--- config.mk ---
export PLATFORM = sky130hd
export DESIGN_NAME = spike_window_decoder
export DESIGN_NICKNAME = d
export VERILOG_FILES = /design/src/rtl/spike_window_decoder.sv
export SDC_FILE = /design/constraint.sdc
export NUM_CORES = 1
export LEC_CHECK = 0
export ABC_AREA = 1
export CAP_MARGIN = 15
export CORE_UTILIZATION = 50
export CTS_CLUSTER_DIAMETER = 30
export DETAILED_ROUTE_END_ITERATION = 16
export HOLD_SLACK_MARGIN = 0.15
export PLACE_DENSITY_LB_ADDON = 0.2
export SLEW_MARGIN = 20
export SYNTH_ARGS = -nofsm -noshare
export SYNTH_HDL_FRONTEND = slang
export SYNTH_SLANG_ARGS = --single-unit
--- constraint.sdc ---
create_clock -name clk -period 2.34 [get_ports clk]
set_clock_uncertainty 0.1 [all_clocks]
set_input_delay 0.468 -clock clk [delete_from_list [all_inputs] [get_ports clk]]
set_output_delay 0.468 -clock clk [all_outputs]
set_load 0.02 [all_outputs]
--- src/rtl/spike_window_decoder.sv ---
// Windowed rate decoder: spike count, first-spike latency, peak state per 2^WINDOW_LOG2-cycle window.
// Result registered one cycle after the last window cycle; an unaccepted result is overwritten and flagged sticky overflow.
module spike_window_decoder #(
  parameter int WINDOW_LOG2 = 6
) (
  input  logic       clk,
  input  logic       rst,
  input  logic       start,
  input  logic       continuous,
  input  logic       abort,
  input  logic       spike_in,
  input  logic [7:0] state_in,
  output logic       busy,
  output logic       out_valid,
  input  logic       out_ready,
  output logic [7:0] rate,
  output logic [7:0] first_lat,
  output logic [7:0] peak,
  output logic       overflow
);

  typedef enum logic {S_IDLE, S_COUNT} state_t;

  state_t                 r_state;
  state_t                 w_state_nxt;
  logic [WINDOW_LOG2-1:0] r_w;
  logic [7:0]             r_cnt;
  logic [7:0]             r_first;
  logic [7:0]             r_peak;
  logic                   r_seen;
  logic                   r_busy;
  logic                   r_valid;
  logic [7:0]             r_rate;
  logic [7:0]             r_first_lat;
  logic [7:0]             r_peak_out;
  logic                   r_ovf;

  logic                   w_last;
  logic                   w_commit;
  logic                   w_clear;
  logic                   w_accum;
  logic [7:0]             w_w_ext;
  logic [7:0]             w_cnt_nxt;
  logic [7:0]             w_first_nxt;
  logic                   w_seen_nxt;
  logic [7:0]             w_peak_nxt;

  assign w_last  = (r_w == {WINDOW_LOG2{1'b1}});
  assign w_w_ext = 8'(r_w);

  // Window values including this cycle's sample; used for both accumulation and commit.
  always_comb begin
    w_cnt_nxt   = r_cnt;
    w_first_nxt = r_first;
    w_seen_nxt  = r_seen | spike_in;
    w_peak_nxt  = (state_in > r_peak) ? state_in : r_peak;
    if (spike_in && (r_cnt != 8'hFF)) begin
      w_cnt_nxt = r_cnt + 8'd1;
    end
    if (spike_in && !r_seen) begin
      w_first_nxt = w_w_ext;
    end
  end

  always_comb begin
    w_state_nxt = r_state;
    w_commit    = 1'b0;
    w_clear     = 1'b0;
    case (r_state)
      S_IDLE: begin
        if (start && !abort) begin
          w_state_nxt = S_COUNT;
          w_clear     = 1'b1;
        end
      end
      S_COUNT: begin
        if (abort) begin
          w_state_nxt = S_IDLE;
        end else if (w_last) begin
          w_commit = 1'b1;
          if (continuous) begin
            w_clear = 1'b1;
          end else begin
            w_state_nxt = S_IDLE;
          end
        end
      end
      default: w_state_nxt = S_IDLE;
    endcase
  end

  assign w_accum = (r_state == S_COUNT) && (w_state_nxt == S_COUNT) && !w_clear;

  always_ff @(posedge clk) begin
    if (rst) begin
      r_state     <= S_IDLE;
      r_w         <= '0;
      r_cnt       <= 8'd0;
      r_first     <= 8'd0;
      r_peak      <= 8'd0;
      r_seen      <= 1'b0;
      r_busy      <= 1'b0;
      r_valid     <= 1'b0;
      r_rate      <= 8'd0;
      r_first_lat <= 8'd0;
      r_peak_out  <= 8'd0;
      r_ovf       <= 1'b0;
    end else begin
      r_state <= w_state_nxt;
      r_busy  <= (w_state_nxt == S_COUNT);
      // Anything other than a mid-window step (entry, wrap, abort, idle) restarts from zero.
      if (w_accum) begin
        r_w     <= r_w + 1'b1;
        r_cnt   <= w_cnt_nxt;
        r_first <= w_first_nxt;
        r_peak  <= w_peak_nxt;
        r_seen  <= w_seen_nxt;
      end else begin
        r_w     <= '0;
        r_cnt   <= 8'd0;
        r_first <= 8'd0;
        r_peak  <= 8'd0;
        r_seen  <= 1'b0;
      end
      if (w_commit) begin
        r_rate      <= w_cnt_nxt;
        r_first_lat <= w_seen_nxt ? w_first_nxt : 8'hFF;
        r_peak_out  <= w_peak_nxt;
        r_valid     <= 1'b1;
        if (r_valid && !out_ready) begin
          r_ovf <= 1'b1;
        end
      end else if (r_valid && out_ready) begin
        r_valid <= 1'b0;
      end
    end
  end

  assign busy      = r_busy;
  assign out_valid = r_valid;
  assign rate      = r_rate;
  assign first_lat = r_first_lat;
  assign peak      = r_peak_out;
  assign overflow  = r_ovf;

endmodule

==> metrics.cfg, run 1 <==
[critical_path]
r2r-end=peak[7]
path_class=in -> reg
slowest_delay_ns=0.44
path_delay_family=simple AND/OR/NAND/NOR gates
worstPathMaxFanout=8
r2r_setup_slack_ns=0.56
critPathCaptureType=register
critical_path_buf_inv_count=3
arrival_ns=2.14
r2r_start=r_peak[3]
cp_common_cell=nand2_1
ff2ff_path_depth=13
crit_slowest_cell=clkdlybuf4s50_1
start_kind=input pin
crit_chain=clkdlybuf4s50_1, ha_1, nand2_1, inv_1, nand2_1, nand2_1, nand2_1, nand2_2, nand2_1, nand2_1, nand3_1, nand2_1, inv_1
required_ns=2.47

[synth]
ys_ff_latch=58
yosysTopAreaCell=dfxtp_1
synth_fp_nets=350
synth_seq_area_share_pct=45.7
syn_area_per_cell_sq_um=7.81
synth_top_area_share_pct=45.7
yosys_warnings=0
syn_inst=325
synth_cell_types=32
netlist_area_sq_mm=0.00254
synth.area.top_cells=dfxtp_1, nand2_1, inv_1, ha_1, nand3_1

[cts]
cts_max_level=3
insertion_delay_ns=0.33
clockBufferDepth=2
holdBufCountCts=0
postCtsResizedCells=0
cts_tree=yes
cts_made_buffers=9
cts.sinks=58
clk_pin_slew_ns=0.06
cts_setup_buffers=0
clockRootBuffer=clkbuf_8

[grt]
grt_pass1_wl_um=8510
grt-ovfl-total=0
grt_usage_pct=20.9
grt_start_max_net_pins=27
antenna_found_initial=0
first_global_vias=2089

[drt]
routed-via-count=2139
drt-total-wl_um=5050
drt_iter0_drc=78
dr.pass1.iters=4
drc=0
drt-wirelength-per-cell_um=11.3
viasPerCell=4.80
ant_nets=0

[die]
initial_core_util_pct=52.7
die-area_sq_mm=0.00537
rows=25
pin_count=42
die_w_um=73.3
dieHeight_um=73.3
core_sq_mm=0.00482

[power_and_ir_drop]
p_leak_uw=0.00140
power.density_mw_per_mm2=685
peakVddDrop_v=0.000482
power_uw=2250

[sta]
tightest_slew_ns=0.323
finalCritPeriodShare_pct=86.1
fin_tns_setup_ns=0
slew_viol_final=0
hold_slack_ns=0.339
min_period_ns=2.01
rsz0062_at_grt=no
setup_viol=0
maxSlewHeadroom_pct=78.5
fmax_mhz=496
final_hold_viol_count=0

[placed_design]
dp_cells=430
dp_hpwl_um=3470
placed_area_sq_mm=0.00303
portBuffers=41
gp_congestion=0.772

[run_status]
status=completed

[job]
cap_viol_max_count=0

[finish]
multi_input_comb_area_sq_mm=0.00113
nets=399
fill_cells=425
area_delta_synth_final_pct=29.2
layout_common_cells=nand2_1, dfxtp_1, inv_1, clkdlybuf4s50_1, nor2_1
seqCellArea_sq_mm=0.00116
design_area_sq_mm=0.00328
final_cells=446
drive_above_1_share_pct=9.76
antenna_cells=0
layout_commonest_cell=nand2_1

[worst_hold_path]
min_to=r_first[7]
min_from=r_first[7]
min_path_type=reg -> reg
hold_path_depth=2

## per-layer routing
metal	global-route usage [%]	up-vias	routed length (um)
met1	23.1	944	2280
met3	6.72	10	223
met2	37.0	46	2460
met4	8.06	0	87
met5	0	-	0
li1	-	1139	-
## worst max-delay path by stage
stage,slack (ns),cells after the start,to,from
2_1_floorplan,0.60,10,peak[0],state_in[7]
3_3_place_gp,0.11,11,peak[7],state_in[5]
3_5_place_dp,0.03,11,peak[6],state_in[7]
4_1_cts,0.35,11,peak[7],state_in[7]
5_1_grt,0.17,11,peak[6],state_in[7]
6_report,0.33,13,peak[7],state_in[3]
## through the flow
| step | util [%] | setup slack, ns |
|---|---|---|
| after floorplan | - | 0.597 |
| after global placement | 62.9 | 0.110 |
| after detailed placement | 62.9 | 0.0294 |
| after CTS | 68.1 | 0.352 |
| after global routing | 68.1 | 0.167 |
| final | 68.1 | 0.326 |
## area by class of cell
class | count | area share [%]
sequential | 58 | 35.4
multi-input combinational | 209 | 34.3
clock inverter | 5 | 3.05
inverter | 48 | 5.53
clock buffer | 11 | 4.62
tap | 67 | 2.56
timing repair buffer | 48 | 14.5
## synth_stat cells, drive strengths merged
library cell   n
clkinv         2
nor3           3
and2           2
a31oi          6
nor2          26
xor2           6
nand4          2
buf            4
nand2         71
a21oi         20
nor3b          2
clkbuf         6
nand3         24
nand3b         1
dfxtp         58
or2            1
o21a          15
a21o           1
o21ai         19
inv           46
ha            10
## worst min-delay path: cells and delay by family, from the launching register on
family | cells | cell delay, ns
DFF | 1 | 0.31
buffers and inverters | 1 | 0.05
and+or+nand+nor | 1 | 0.04
## kinds of logic (layout without fill, tap and decap cells)
logic type                 count (synthesis)  in the layout  share of synthesized area [%]
and+or+nand+nor                          132            132                           23.0
AOI/OAI and AO/OA                         61             61                           14.3
DFF                                       58             58                           45.7
buffers and inverters                     58            112                           9.91
adders and majority gates                 10             10                           4.93
xor gates and xnor gates                   6              6                           2.07
## state kept, by name, summed over array words and instances (netlist names)
signal     cells
r_cnt          8
first_lat      8
r_w            6
r_seen         1
overflow       1
r_first        8
out_valid      1
rate           8
busy           1
peak           8
r_peak         8
## where the power goes
part           total, uW  leakage [uW]  internal (uW)  switching [uW]
Combinational        113      0.000802           48.9            64.4
Clock               1140      0.000129            761             380
Sequential           993      0.000467            991            2.05
Total               2250       0.00140           1800             446
No activity file was read; power rests on OpenSTA's default activity.
==> run 2, diff against run 1 <==
--- a/config.mk
+++ b/config.mk
@@ -7,6 +7,7 @@
 export LEC_CHECK = 0
 export ABC_AREA = 1
 export CAP_MARGIN = 15
+export CORE_MARGIN = 8
 export CORE_UTILIZATION = 50
 export CTS_CLUSTER_DIAMETER = 30
 export DETAILED_ROUTE_END_ITERATION = 16
==> run 2 against run 1 <==
Against the previous run: cell area shrank 1.8%; critical path depth down 2; first-iteration DRC count up 55%; largest cell class unchanged.
==> metrics.cfg, run 2 (synthesized netlist as in run 1, its figures left out) <==
[run_status]
status=completed

[finish]
drive_above_1_share_pct=9.50  ; -0.26 points
antenna_cells=0  ; unchanged
design_area_sq_mm=0.00322  ; -1.8%
layout_commonest_cell=nand2_1
area_delta_synth_final_pct=26.9
fill_cells=486  ; +14%
layout_common_cells=nand2_1, dfxtp_1, inv_1, clkdlybuf4s50_1, nor2_1
nets=399  ; unchanged

[grt]
grt_busiest_layer=met2
antenna_found_initial=0  ; unchanged
grt_util_met3_pct=3.87  ; -2.9 points
first_global_vias=2097  ; +0.38%
grt_usage_pct=15.7  ; -5.2 points
grtUsageMet1_pct=18.7  ; -4.4 points
met2_usage_pct=25.2  ; -12 points
grt_start_max_net_pins=26  ; -3.7%
grt_pass1_wl_um=9540  ; +12%
grt-ovfl-total=0  ; unchanged

[worst_hold_path]
min_path_type=reg -> reg

[placed_design]
placed_area_sq_mm=0.00302  ; -0.29%
gp_congestion=0.774  ; +0.31%
pre_cts_ws_ns=-0.0115  ; -0.0409 ns
portBuffers=41  ; unchanged
dp_hpwl_um=3880  ; +12%

[sta]
tightest_slew_ns=0.311  ; -0.0115 ns
finalCritPeriodShare_pct=84.8  ; -1.3 points
fmax_mhz=504  ; +1.5%
rsz0062_at_grt=no
setup_viol=0  ; unchanged
fin_ws_ns=0.355  ; +0.0293 ns
fin_tns_setup_ns=0  ; unchanged
min_period_ns=1.99  ; -0.0293 ns
maxSlewHeadroom_pct=79.2  ; +0.73 points
slew_viol_final=0  ; unchanged
final_hold_viol_count=0  ; unchanged

[cts]
cts_made_buffers=9  ; unchanged
cts_tree=yes
insertion_delay_ns=0.33  ; about the same
cts_setup_buffers=0  ; unchanged
postCtsResizedCells=0  ; unchanged
holdBufCountCts=0  ; unchanged
clk_pin_slew_ns=0.06  ; about the same
clockRootBuffer=clkbuf_8
cts.sinks=58  ; unchanged
cts_max_level=3  ; unchanged
clockBufferDepth=2  ; unchanged

[die]
rows=26  ; +4.0%
pin_count=42  ; unchanged
initial_core_util_pct=50.7  ; -2.0 points
die-area_sq_mm=0.00761  ; +42%
die_w_um=87.3  ; +19%
core_sq_mm=0.00501  ; +4.0%
dieHeight_um=87.3  ; +19%

[power_and_ir_drop]
power.density_mw_per_mm2=625  ; -8.8%
p_leak_uw=0.00137  ; -1.9%
peakVddDrop_v=0.000480  ; -0.42%

[drt]
drt-wirelength-per-cell_um=11.9  ; +5.0%
drc=0  ; unchanged
viasPerCell=4.74  ; -1.2%
drt-total-wl_um=5340  ; +5.7%
ant_nets=0  ; unchanged
drt_iter0_drc=121  ; +55%
routed-via-count=2128  ; -0.51%
dr.pass1.iters=4  ; unchanged

[critical_path]
path_class=in -> reg
arrival_ns=2.12  ; -0.02 ns
worstPathMaxFanout=8  ; unchanged
start_kind=input pin
critPathCaptureType=register
required_ns=2.47  ; about the same

[job]
cap_viol_max_count=0  ; unchanged

[run 2: cell types whose count changed in the layout (fill, tap and decap cells not counted)]
cell	delta
buf_12	-1
buf_4	+1
bufinv_16	-3
clkbuf_1	+1
clkbuf_8	+3
clkinv_2	-1
[run 2: metrics by stage]
| stage | total power, uW | instances | hold WS, ns | util, % |
|---|---|---|---|---|
| after global routing | 2100 | 449 | 0.377 | 64.3 |
| after floorplan | 1080 | 325 | 0.316 | - |
| final | 2010 | 449 | 0.342 | 64.3 |
| after CTS | 2040 | 449 | 0.343 | 64.3 |
| after detailed placement | 1130 | 433 | 0.333 | 60.3 |
| after global placement | 1130 | 433 | 0.328 | 60.3 |
[run 2: routing by layer]
metal,up-vias,share of wire (%)
met4,0,1.8
met1,948,47
met3,9,3.7
met5,-,0
li1,1141,-
met2,30,48
[run 2: final cells by class]
| class | count | area (sq um) | area share [%] |
|---|---|---|---|
| tap | 70 | 87.6 | 2.72 |
| sequential | 58 | 1160 | 36.1 |
| inverter | 48 | 181 | 5.63 |
| clock inverter | 1 | 5.00 | 0.155 |
| clock buffer | 15 | 196 | 6.10 |
| timing repair buffer | 48 | 463 | 14.4 |
| multi-input combinational | 209 | 1130 | 35.0 |
[run 2: worst max-delay path: stages]
cell and delay (ns):
clkdlybuf4s50_1 0.42, ha_1 0.30, nand2_1 0.07, nor2_1 0.17
nand2_1 0.10, nand2_2 0.07, nand2_1 0.17, nand2_1 0.13
nand3_1 0.10, nand2_1 0.08, inv_1 0.03
[run 2: final timing paths]
kind                                   from          to  slack, ns  depth (start not counted)
worst max-delay path            state_in[7]     peak[1]       0.35                         11
worst min-delay path             r_first[7]  r_first[7]       0.34                          2
worst max register to register       r_w[0]     peak[1]       0.54                          9
worst min register to register   r_first[7]  r_first[7]       0.34                          2
[run 2: power by group]
part / total, uW / internal, uW / switching (uW) / leakage, uW
clock network: 908 / 528 / 380 / 0.000106
logic: 112 / 48.4 / 63.5 / 0.000799
registers: 993 / 991 / 2.03 / 0.000467
total: 2010 / 1570 / 445 / 0.00137
